--- config.mk ---
export PLATFORM = sky130hd
export DESIGN_NAME = wildcard_match_table
export DESIGN_NICKNAME = d
export VERILOG_FILES = /design/src/rtl/wildcard_match_table.sv
export SDC_FILE = /design/constraint.sdc
export NUM_CORES = 1
export LEC_CHECK = 0
export ABC_CLOCK_PERIOD_IN_PS = 2750
export CORE_UTILIZATION = 50
export DETAILED_ROUTE_END_ITERATION = 10
export PLACE_DENSITY = 0.8
export SYNTH_ARGS = -nofsm -noshare
export SYNTH_HDL_FRONTEND = slang
export SYNTH_SLANG_ARGS = --single-unit
--- constraint.sdc ---
create_clock -name clk -period 2.75 [get_ports clk]
set_input_delay 0.55 -clock clk [delete_from_list [all_inputs] [get_ports clk]]
set_output_delay 0.55 -clock clk [all_outputs]
set_load 0.005 [all_outputs]
--- src/rtl/wildcard_match_table.sv ---
`timescale 1ns/1ps
// -----------------------------------------------------------------------------
// wildcard_match_table
//
// Programmable, pipelined wildcard pattern matcher: a runtime-reconfigurable
// form of casex-style decoding. The table holds ENTRIES patterns of WIDTH
// bits. Every pattern has a per-bit care mask, and a care bit of 0 makes that
// bit a don't-care. Each lookup word is compared against all enabled entries.
// The result appears two cycles later as a hit flag, the lowest matching
// index, and the full hit map.
//
// Parameters:
//   WIDTH    bits per data word / pattern
//   ENTRIES  number of table entries (2..16)
//   IDX_W    index width, 2**IDX_W >= ENTRIES
//
// Ports:
//   clk          rising-edge clock
//   rst          asynchronous active-high reset (clears table and pipeline)
//   cfg_we       table write strobe for entry cfg_idx (ignored if >= ENTRIES)
//   cfg_idx      entry index to write
//   cfg_pattern  pattern value
//   cfg_care     care mask, 1 = bit must match
//   cfg_en       entry enable, written with the entry
//   in_valid     lookup request valid
//   in_data      lookup word
//   out_valid    result valid (2 cycles after in_valid)
//   out_hit      at least one entry matched
//   out_idx      lowest matching index, 0 on miss
//   out_hitmap   per-entry match vector
//
// Optional build macro WILDCARD_MATCH_STATS_EN adds:
//   stat_sel     entry whose hit counter is shown on stat_hits
//   stat_hits    16-bit saturating hit count of entry stat_sel (0 if out of range)
//   stat_miss    16-bit saturating count of valid lookups with no hit
// -----------------------------------------------------------------------------
module wildcard_match_table #(
    parameter int unsigned WIDTH   = 8,
    parameter int unsigned ENTRIES = 4,
    parameter int unsigned IDX_W   = 2
) (
    input  logic               clk,
    input  logic               rst,
    input  logic               cfg_we,
    input  logic [IDX_W-1:0]   cfg_idx,
    input  logic [WIDTH-1:0]   cfg_pattern,
    input  logic [WIDTH-1:0]   cfg_care,
    input  logic               cfg_en,
    input  logic               in_valid,
    input  logic [WIDTH-1:0]   in_data,
`ifdef WILDCARD_MATCH_STATS_EN
    input  logic [IDX_W-1:0]   stat_sel,
    output logic [15:0]        stat_hits,
    output logic [15:0]        stat_miss,
`endif
    output logic               out_valid,
    output logic               out_hit,
    output logic [IDX_W-1:0]   out_idx,
    output logic [ENTRIES-1:0] out_hitmap
);

    // -------------------------------------------------------------------------
    // Pattern table
    // -------------------------------------------------------------------------
    logic [WIDTH-1:0]   pattern_q [ENTRIES];
    logic [WIDTH-1:0]   care_q    [ENTRIES];
    logic [ENTRIES-1:0] en_q;

    // One-hot write decode. An out-of-range cfg_idx selects no entry, so such
    // a write leaves the table untouched.
    logic [ENTRIES-1:0] wr_sel;

    always_comb begin
        wr_sel = '0;
        for (int unsigned i = 0; i < ENTRIES; i++) begin
            wr_sel[i] = cfg_we && (32'(cfg_idx) == i);
        end
    end

    always_ff @(posedge clk or posedge rst) begin
        if (rst) begin
            for (int unsigned i = 0; i < ENTRIES; i++) begin
                pattern_q[i] <= '0;
                care_q[i]    <= '0;
            end
            en_q <= '0;
        end else begin
            for (int unsigned i = 0; i < ENTRIES; i++) begin
                if (wr_sel[i]) begin
                    pattern_q[i] <= cfg_pattern;
                    care_q[i]    <= cfg_care;
                    en_q[i]      <= cfg_en;
                end
            end
        end
    end

    // -------------------------------------------------------------------------
    // Match compare against the table contents as they are before the edge,
    // so a write and a lookup in the same cycle see the old entry.
    // -------------------------------------------------------------------------
    logic [ENTRIES-1:0] hitmap_d;

    always_comb begin
        hitmap_d = '0;
        for (int unsigned i = 0; i < ENTRIES; i++) begin
            hitmap_d[i] = en_q[i] && (((in_data ^ pattern_q[i]) & care_q[i]) == '0);
        end
    end

    // -------------------------------------------------------------------------
    // Stage 1: valid flag and hit map. The hit map is zeroed for idle cycles
    // so stage 2 only has to copy it through.
    // -------------------------------------------------------------------------
    logic               s1_valid_q;
    logic [ENTRIES-1:0] s1_hitmap_q;
    logic [ENTRIES-1:0] s1_hitmap_d;

    assign s1_hitmap_d = in_valid ? hitmap_d : '0;

    always_ff @(posedge clk or posedge rst) begin
        if (rst) begin
            s1_valid_q  <= 1'b0;
            s1_hitmap_q <= '0;
        end else begin
            s1_valid_q  <= in_valid;
            s1_hitmap_q <= s1_hitmap_d;
        end
    end

    // -------------------------------------------------------------------------
    // Stage 2: priority encode (lowest index wins) and output registers.
    // -------------------------------------------------------------------------
    logic               s1_any;
    logic [IDX_W-1:0]   win_idx_d;
    logic               win_found;

    assign s1_any = |s1_hitmap_q;

    always_comb begin
        win_idx_d = '0;
        win_found = 1'b0;
        for (int unsigned i = 0; i < ENTRIES; i++) begin
            if (!win_found && s1_hitmap_q[i]) begin
                win_idx_d = IDX_W'(i);
                win_found = 1'b1;
            end
        end
    end

    logic               out_valid_q;
    logic               out_hit_q;
    logic [IDX_W-1:0]   out_idx_q;
    logic [ENTRIES-1:0] out_hitmap_q;

    always_ff @(posedge clk or posedge rst) begin
        if (rst) begin
            out_valid_q  <= 1'b0;
            out_hit_q    <= 1'b0;
            out_idx_q    <= '0;
            out_hitmap_q <= '0;
        end else begin
            out_valid_q  <= s1_valid_q;
            // s1_hitmap_q is already zero on idle cycles, so hit/idx/map are
            // naturally 0 whenever out_valid is 0.
            out_hit_q    <= s1_any;
            out_idx_q    <= win_idx_d;
            out_hitmap_q <= s1_hitmap_q;
        end
    end

    assign out_valid  = out_valid_q;
    assign out_hit    = out_hit_q;
    assign out_idx    = out_idx_q;
    assign out_hitmap = out_hitmap_q;

`ifdef WILDCARD_MATCH_STATS_EN
    // -------------------------------------------------------------------------
    // Statistics: counters advance on the same edge that registers the result.
    // A table write to an entry takes priority over a coincident increment.
    // -------------------------------------------------------------------------
    logic [15:0] hit_cnt_q [ENTRIES];
    logic [15:0] miss_cnt_q;

    always_ff @(posedge clk or posedge rst) begin
        if (rst) begin
            for (int unsigned i = 0; i < ENTRIES; i++) begin
                hit_cnt_q[i] <= '0;
            end
            miss_cnt_q <= '0;
        end else begin
            for (int unsigned i = 0; i < ENTRIES; i++) begin
                if (wr_sel[i]) begin
                    hit_cnt_q[i] <= '0;
                end else if (s1_valid_q && s1_any && (win_idx_d == IDX_W'(i))
                             && (hit_cnt_q[i] != '1)) begin
                    hit_cnt_q[i] <= hit_cnt_q[i] + 16'd1;
                end
            end
            if (s1_valid_q && !s1_any && (miss_cnt_q != '1)) begin
                miss_cnt_q <= miss_cnt_q + 16'd1;
            end
        end
    end

    always_comb begin
        stat_hits = '0;
        for (int unsigned i = 0; i < ENTRIES; i++) begin
            if (32'(stat_sel) == i) begin
                stat_hits = hit_cnt_q[i];
            end
        end
    end

    assign stat_miss = miss_cnt_q;
`endif

endmodule

# [Word level (Yosys, flattened, before mapping)]
# Index checks and enable logic that the tools add are counted.
[word_totals] input_bits=31 output_inout_bits=8 register_bits=81
[op_classes] reduce_logical=20 n_mux=7 bitwise_logic=8 n_eq_ne=3
[op_table] cell="bitwise AND 8 bit" n=4
[op_table] cell="zero test 8 bit" n=4
[op_table] cell="bitwise XOR 8 bit" n=4
[op_table] cell="logical AND 1 bit" n=11
[op_table] cell="== test 2 bit (second input constant)" n=2
[op_table] cell="two-way mux 1 bit" n=4
[op_table] cell="two-way mux 2 bit" n=2
[op_table] cell="two-way mux 4 bit" n=1
[op_table] cell="OR reduction 4 bit" n=1
[op_table] cell="zero test 1 bit" n=3
[op_table] cell="== test 2 x 1 -> 1 bit (second input constant)" n=1
[op_table] cell="zero test 2 bit" n=1

# [Longest topological paths before layout]
# Gate-level depths: netlist of the first run.
[logic_depth] ltp_word=10 ltp_mapped=4 depth_no_buf=4

# [Least setup slack after synthesis of the first run]
# No wires, ideal clock.
[synth_timing] path_type="in2reg" from="input cfg_idx[1]" to="register care_q[24] (netlist bit)" setup_time_ps=125 path_stages=3 n_path_buf=1 arrival_ps=1406 required_time_ps=2625 setup_slack_ps=1220 path_cell_list="nor3b_4 > buf_6 > mux2_2"
[synth_via] elab_chain_cells=2
[synth_lines] element="start: declaration" line="45" text="input logic [IDX_W-1:0] cfg_idx,"
[synth_lines] element="zero test 2 bit" line="76" text="wr_sel[i] = cfg_we && (32'(cfg_idx) == i);"
[synth_lines] element="logical AND 1 bit" line="76"
[synth_lines] element="end signal: indexed assignment" line="91" text="care_q[i] <= cfg_care;"
[synth_lines] element="end: declaration" line="66" text="logic [WIDTH-1:0] care_q [ENTRIES];"
# No other way between the ends.
# A chain may end at the register's enable or synchronous reset.

# [Worst setup path after layout of the first run]
[layout_timing] from="input cfg_idx[0]" to="register en_q[2]"
[layout_via] elab_chain_cells=2
[layout_lines] element="== test 2 bit" line="76"
[layout_lines] element="logical AND 1 bit" line="76"
[layout_lines] element="end signal: indexed assignment" line="92" text="en_q[i] <= cfg_en;"
[layout_lines] element="end: declaration" line="67" text="logic [ENTRIES-1:0] en_q;"
# No other way between the ends.

==> summary.md, run 1 <==
| Metric | Value |
|---|---|
| Worst skew pair latency | `0.35 ns` |
| Buffers & Inverters on Critical Path | `1` |
| Worst Reg-to-Reg Cells | `4` |
| Nets | `299` |
| Bufs on Longest Clock Path | `2` |
| Synth top area cells | `dfrtp_1, mux2_2, xor2_1, a22oi_1, a222oi_1` |
| Worst hold path cell count | `0` |
| Slowest stage cell, crit path | `nand3b_2` |
| CP Capture Type | `flip-flop` |
| Violated checks | `design-rule violations` |
| Post-CTS Setup Inserts | `0` |
| Routed WL | `5.93 mm` |
| Clock network fraction of design power | `27.9%` |
| Compound-cell area share of the yosys netlist | `4.02%` |
| Most frequent cells in the layout | `dfrtp_1, mux2_2, clkdlybuf4s50_1` |
| Synth-to-Final Area Change | `19.1%` |
| Req. time, crit path | `approximately 3.0 ns` |
| Die area | `0.00705 mm^2` |
| Post-Synth Simple-Gate Area | `3.16%` |
| Number of global-route vias before repair | `about 2000` |
| Sequential area share after synthesis | `between 60% and 70%` |
| Final Hold Viols | `0` |
| Drt first pass iters | `9` |
| Max Transition Viols Final | `0` |
| Syn Inst Count | `approximately 220` |
| Fillcell total | `between 500 and 600` |
| RSZ-0062 raised after global routing | `no` |
| # rows | `29` |
| Hold bufs inserted after CTS | `0` |
| DP HPWL | `between 4 and 5 mm` |
| Startpoint types | `input port` |
| IO buf count | `38` |
| # diodes | `0` |
| Clk root buf | `clkbuf_8` |
| Layout Skew | `around 0.0057 ns` |
| P_sw | `0.000769 W` |
| Synth Register Bits | `81` |
| Adder-cell share of the synthesized area | `0%` |
| XOR/XNOR Fraction of Synth Area | `8.34%` |
| Comb pwr share | `18.0%` |
| Worst path depth | `3` |
| Non-Filler Instances | `350` |
| Clock slew at reported path FFs | `around 0.090 ns` |
| CTS HTree Levels | `3` |
| WP data arrival | `2.08 ns` |
| Area leader, netlist | `dfrtp_1` |
| Worst vdd ir | `a little over 0.5 mV` |
| Core area | `0.00642 mm^2` |
| Pwr dens | `roughly 700 mW/mm^2` |
| Post_cts resized | `0` |
| Sw Ratio | `27.4%` |
| F_max | `541 MHz` |
| Cell family with most CP delay | `simple AND/OR/NAND/NOR gates` |
| Initial antenna violation count | `0` |
| Routability congestion estimate | `0.718` |
| Outcome | `finished, violations left` |
| Initial Util | `52.3%` |
| Period utilization | `about two thirds` |
| First-pass GRT wire length | `10.2 mm` |
| Placed cells | `around 330` |
| Crit-path max FO | `17` |
| Post-DR wirelength/cell | `16.9 um` |
| Headroom to the max-slew limit | `around 66%` |
| Area share of the largest cell type after synthesis | `between 60% and 70%` |
| Worst-Margin Slew | `0.509 ns` |
| Chip width | `84.0 um` |
| IO Pins | `39` |
| Vias per std cell | `5.51` |
| Syn Nets | `252` |
| Ys Warns | `0` |
| Pin count of the biggest net entering global routing | `82` |
| Crit path kind | `in2reg` |
| 1st-iter DRT viols | `87` |
| P_int | `0.00203 W` |
| Post-synth cell types | `17` |
| Mux share of post-synthesis cell area | `22.8%` |
| All-Layer GR Usage | `19.0%` |
| Setup TNS | `0 ns` |
| Routed vias | `~1900` |
| Peak per-stage delay on the critical path | `around 0.58 ns` |
| Crit-path cells | `clkdlybuf4s50_1 > nand3b_2 > mux2_2` |
| Cell Area, Synth | `about 0.0034 mm^2` |
| Largest family of logic cells by synthesized area | `multiplexers` |
| Reg power frac | `54.1%` |
| Leakage | `roughly 1.7 nW` |
| Min cycle time layout | `1.85 ns` |
| Drt drc | `5` |
| Routed Antenna Nets | `0` |
| CTS tree | `done` |
| Most common cell after layout, fill and taps aside | `dfrtp_1` |
| Hold crit path type | `reg2reg` |
| Layout cells sized above 1 | `33.3%` |
| CTS sink cnt | `81` |
| Die H | `84.0 um` |
| Num CTS Buffers | `9` |
| Mean Syn Cell Area | `approximately 15 um^2` |
| Max-cap violations | `0` |
| Remaining global-route overflow | `0` |
| Final setup vio count | `0` |
-- power groups by stage --
stage / combinational [W] / clock, W / sequential, W
after floorplan: 0.000338 / 0 / 0.00151
after global placement: 0.000500 / 0 / 0.00153
after detailed placement: 0.000513 / 0 / 0.00154
after CTS: 0.000515 / 0.000800 / 0.00152
after global routing: 0.000560 / 0.000852 / 0.00154
final: 0.000506 / 0.000781 / 0.00152
-- cells in the mapped netlist --
master and n:
nor3_1 1, buf_2 1, a211oi_1 4, nand3_2 1
nand2_1 5, buf_6 3, xor2_1 32, dfrtp_1 81
a22oi_1 8, a222oi_1 4, mux2_2 68, nand3_1 4
inv_1 2, nand3b_2 2, a21oi_1 1, nor3b_4 1
nor2_1 3
-- registers in the layout (all words and copies together), names as in the netlist --
register / count
en_q: 4
pattern_q: 32
out_idx: 2
s1_hitmap_q: 4
out_hit: 1
s1_valid_q: 1
care_q: 32
out_hitmap: 4
out_valid: 1
-- area by class of cell --
class / count / area, um^2 / share of cell area [%]
Inverter: 2 / 7.51 / 0.188
Sequential cell: 81 / 2030 / 50.6
Clock inverter: 7 / 53.8 / 1.34
Multi-Input combinational cell: 134 / 1290 / 32.2
Clock buffer: 9 / 124 / 3.09
Timing Repair Buffer: 40 / 408 / 10.2
Tap cell: 77 / 96.3 / 2.41
-- worst paths after layout --
kind	slack [ns]	start	endpoint
hold reg to reg	0.35	s1_valid_q	out_valid
hold / removal	0.35	s1_valid_q	out_valid
min in group asynchronous	0.61	rst	pattern_q[4]
setup / recovery	0.90	cfg_idx[0]	en_q[2]
max in group asynchronous	1.82	rst	care_q[12]
setup reg to reg	1.33	pattern_q[17]	s1_hitmap_q[1]
-- through the flow --
stage / setup slack [ns] / power [W] / instance area (um^2) / util (%) / hold slack, ns
final: 0.902 / 0.00280 / 4000 / 62.3 / 0.354
after global routing: 0.841 / 0.00295 / 4000 / 62.3 / 0.363
after CTS: 0.907 / 0.00283 / 4000 / 62.3 / 0.355
after detailed placement: 0.529 / 0.00205 / 3830 / 59.6 / 0.336
after global placement: 0.562 / 0.00203 / 3830 / 59.6 / 0.331
after floorplan: 0.120 / 0.00185 / 3360 / - / 0.331
-- kinds of logic after synthesis --
logic type / Yosys count
AND/OR/NAND/NOR: 17
buffers and inverters: 6
XOR/XNOR: 32
multiplexers: 68
AO/OA/AOI/OAI: 17
flip-flops: 81
-- metal layers --
layer  up-vias  routed length [um]  global-route usage [%]
met2        39                2950                    31.6
li1        890                   -                       -
met5         -                   0                       0
met1       992                2720                    24.7
met3         6                 222                    5.44
met4         0                  37                    4.70
-- worst register-to-register path, stage by stage (launching register included) --
cell,delay [ns]
dfrtp_1,0.41
xor2_1,0.17
a222oi_1,0.37
nand3_1,0.16
a211oi_1,0.22
Power figures use the tool's default switching activity.
==> inputs of run 2 (changes only) <==
ABC_CLOCK_PERIOD_IN_PS = 1700   (was 2750)
clock period = 1.7 ns   (was 2.75 ns; I/O delays follow)
==> run 2 against run 1 <==
  * The flow still finishes with violations (design-rule violations)
  * First-iteration DRC count grew 16%
  * Routed wire length grew 0.54%
  * Final cell count grew 1.4%
  * Register-to-register slack lost 1.1 ns
  * Critical path depth grew 2
  * Combinational power grew 66%
  * Sequential share of layout area shrank 1.1 points
  * Via count shrank 0.99%
  * Utilization grew 1.4 points
==> summary.md, run 2 (same netlist as run 1, synthesis figures left out) <==
| Metric | Value |
|---|---|
| Outcome | `finished, violations left` |
| Violated checks | `design-rule violations` |
| # rows | `29` |
| Headroom to the max-slew limit | `72.5%` |
| Drt first pass iters | `7` |
| Peak per-stage delay on the critical path | `roughly 0.52 ns` |
| DP HPWL | `4.20 mm` |
| Layout Skew | `0.0113 ns` |
| F_max | `635 MHz` |
| Reg power frac | `54.2%` |
| Hold slack | `approximately 0.35 ns` |
| CTS HTree Levels | `3` |
| Worst-Margin Slew | `roughly 0.41 ns` |
| Post_cts resized | `0` |
| Non-Filler Instances | `355` |
| Crit-path cells | `clkdlybuf4s50_1 > xor2_1 > a222oi_1 > nand3_1 > a211oi_1` |
| Drt drc | `4` |
| Sw Ratio | `a little over a quarter` |
| Clock network fraction of design power | `a little over a quarter` |
| Most frequent cells in the layout | `dfrtp_1, mux2_2, clkdlybuf4s50_1` |
| Min cycle time layout | `1.57 ns` |
| Setup crit start | `in_data[1]` |
| Post-CTS Setup Inserts | `0` |
| Worst hold path cell count | `0` |
| Worst vdd ir | `between 0.6 and 0.7 mV` |
| Reg area | `0.00203 mm^2` |
| CP Capture Type | `flip-flop` |
| Pin count of the biggest net entering global routing | `82` |
| Leakage | `1.78 nW` |
| Chip width | `roughly 84 um` |
| Hold bufs inserted after CTS | `0` |
| Final setup vio count | `0` |
| Nets | `between 300 and 400` |
| All-Layer GR Usage | `19.3%` |
| Die area | `0.00705 mm^2` |
| Remaining global-route overflow | `0` |
| Worst Reg-to-Reg Cells | `4` |
| Max Transition Viols Final | `0` |
| Number of global-route vias before repair | `1994` |
| Core area | `0.00642 mm^2` |
| Routability congestion estimate | `0.778` |
| 1st-iter DRT viols | `101` |
| Initial Util | `52.3%` |
| Routed WL | `5.96 mm` |
| Pwr dens | `between 1000 and 1500 mW/mm^2` |
| Bufs on Longest Clock Path | `2` |
| CTS tree | `done` |
| Area of the multi-input gates | `0.00129 mm^2` |
| Vias per std cell | `5.37` |
| Max-cap violations | `0` |
| Die H | `84.0 um` |
| Req. time, crit path | `1.96 ns` |
| IO Pins | `39` |
| Layout cells sized above 1 | `34.5%` |
| Num CTS Buffers | `9` |
| Routed vias | `1908` |
| Period utilization | `~93%` |
| Worst path depth | `5` |
| Crit-path max FO | `4` |
| P_sw | `between 0.001 and 0.0015 W` |
| Comb pwr share | `18.5%` |
| WP data arrival | `1.83 ns` |
| Final Hold Viols | `0` |
| IO buf count | `38` |
| Buffers & Inverters on Critical Path | `1` |
| Fillcell total | `501` |
| Placed cells | `~340` |
| Clk root buf | `clkbuf_8` |
| Slowest stage cell, crit path | `clkdlybuf4s50_1` |
| First-pass GRT wire length | `a little over 10 mm` |
| Initial antenna violation count | `0` |
| Worst setup slack after layout | `0.126 ns` |
| Crit path kind | `in2reg` |
| Startpoint types | `input port` |
| P_int | `0.00330 W` |
| Largest registers | `care_q: 32 flops, pattern_q: 32 flops` |
| Hold crit path type | `reg2reg` |
| Post-DR wirelength/cell | `16.8 um` |
| Routed Antenna Nets | `0` |
| Synth-to-Final Area Change | `21.9%` |
| Hold Startpoint | `s1_valid_q` |
| Most common cell after layout, fill and taps aside | `dfrtp_1` |
| # diodes | `0` |
| Clock slew at reported path FFs | `0.09 ns` |
| Cell family with most CP delay | `compound AO/OA/AOI/OAI gates` |
| Place WS | `-0.237 ns` |
| RSZ-0062 raised after global routing | `no` |
| Worst skew pair latency | `approximately 0.35 ns` |
| Reg2Reg Launch Point | `pattern_q[17]` |
| Setup TNS | `0 ns` |
| CTS sink cnt | `81` |
==> run 2: changes by cell type in the layout (fill, tap and decap cells not counted), sizes merged <==
cell	change
buf	+5
clkinv	+3
inv	-3
==> run 2: path summary, 6_finish.rpt <==
kind                                  endpoint  slack [ns]
worst max-delay path            s1_hitmap_q[1]        0.13
worst min-delay path                 out_valid        0.35
worst max register to register  s1_hitmap_q[1]        0.28
worst min register to register       out_valid        0.35
max in group asynchronous        pattern_q[12]        0.93
min in group asynchronous        pattern_q[13]        0.45
==> run 2: power groups by stage <==
stage	clock network (W)	registers [W]	logic, W
after floorplan	0	0.00244	0.000547
after global placement	0	0.00248	0.000827
after detailed placement	0	0.00250	0.000852
after CTS	0.00127	0.00246	0.000854
after global routing	0.00138	0.00249	0.000923
final	0.00124	0.00246	0.000838
==> run 2: area by class of cell <==
| class | count | area share (%) |
|---|---|---|
| flip-flops and latches | 81 | 49.5 |
| multi-input cells | 134 | 31.4 |
| repair buffers | 45 | 12.1 |
| clock buffers | 9 | 3.02 |
| well taps | 77 | 2.35 |
| clock inverters | 7 | 1.34 |
| inverters | 2 | 0.275 |
==> run 2: per-stage QoR <==
| stage | utilization, % | power (W) | instance area (um^2) |
|---|---|---|---|
| after CTS | 63.8 | 0.00458 | 4100 |
| final | 63.8 | 0.00453 | 4100 |
| after global placement | 61.0 | 0.00331 | 3920 |
| after detailed placement | 61.0 | 0.00335 | 3920 |
| after global routing | 63.8 | 0.00479 | 4100 |
| after floorplan | - | 0.00299 | 3360 |
==> run 2: routing by layer <==
metal	part of all wire, %	track usage (%)	wire, um	up-vias
met5	0	0	0	-
met4	1.1	4.39	63	0
met3	5.2	6.82	308	7
met2	50	31.7	2960	48
met1	44	24.5	2630	957
li1	-	-	-	896
==> run 2: worst register-to-register path, cell delays in order (launching register included) <==
cell and delay (ns):
dfrtp_1 0.39, xor2_1 0.17, a222oi_1 0.42, nand3_1 0.15, a211oi_1 0.21
==> inputs of run 3 (changes only) <==
SLEW_MARGIN = 20   (was unset)
==> results of run 3 <==
No change in the layout: final DEF, timing and power equal those of run 2.
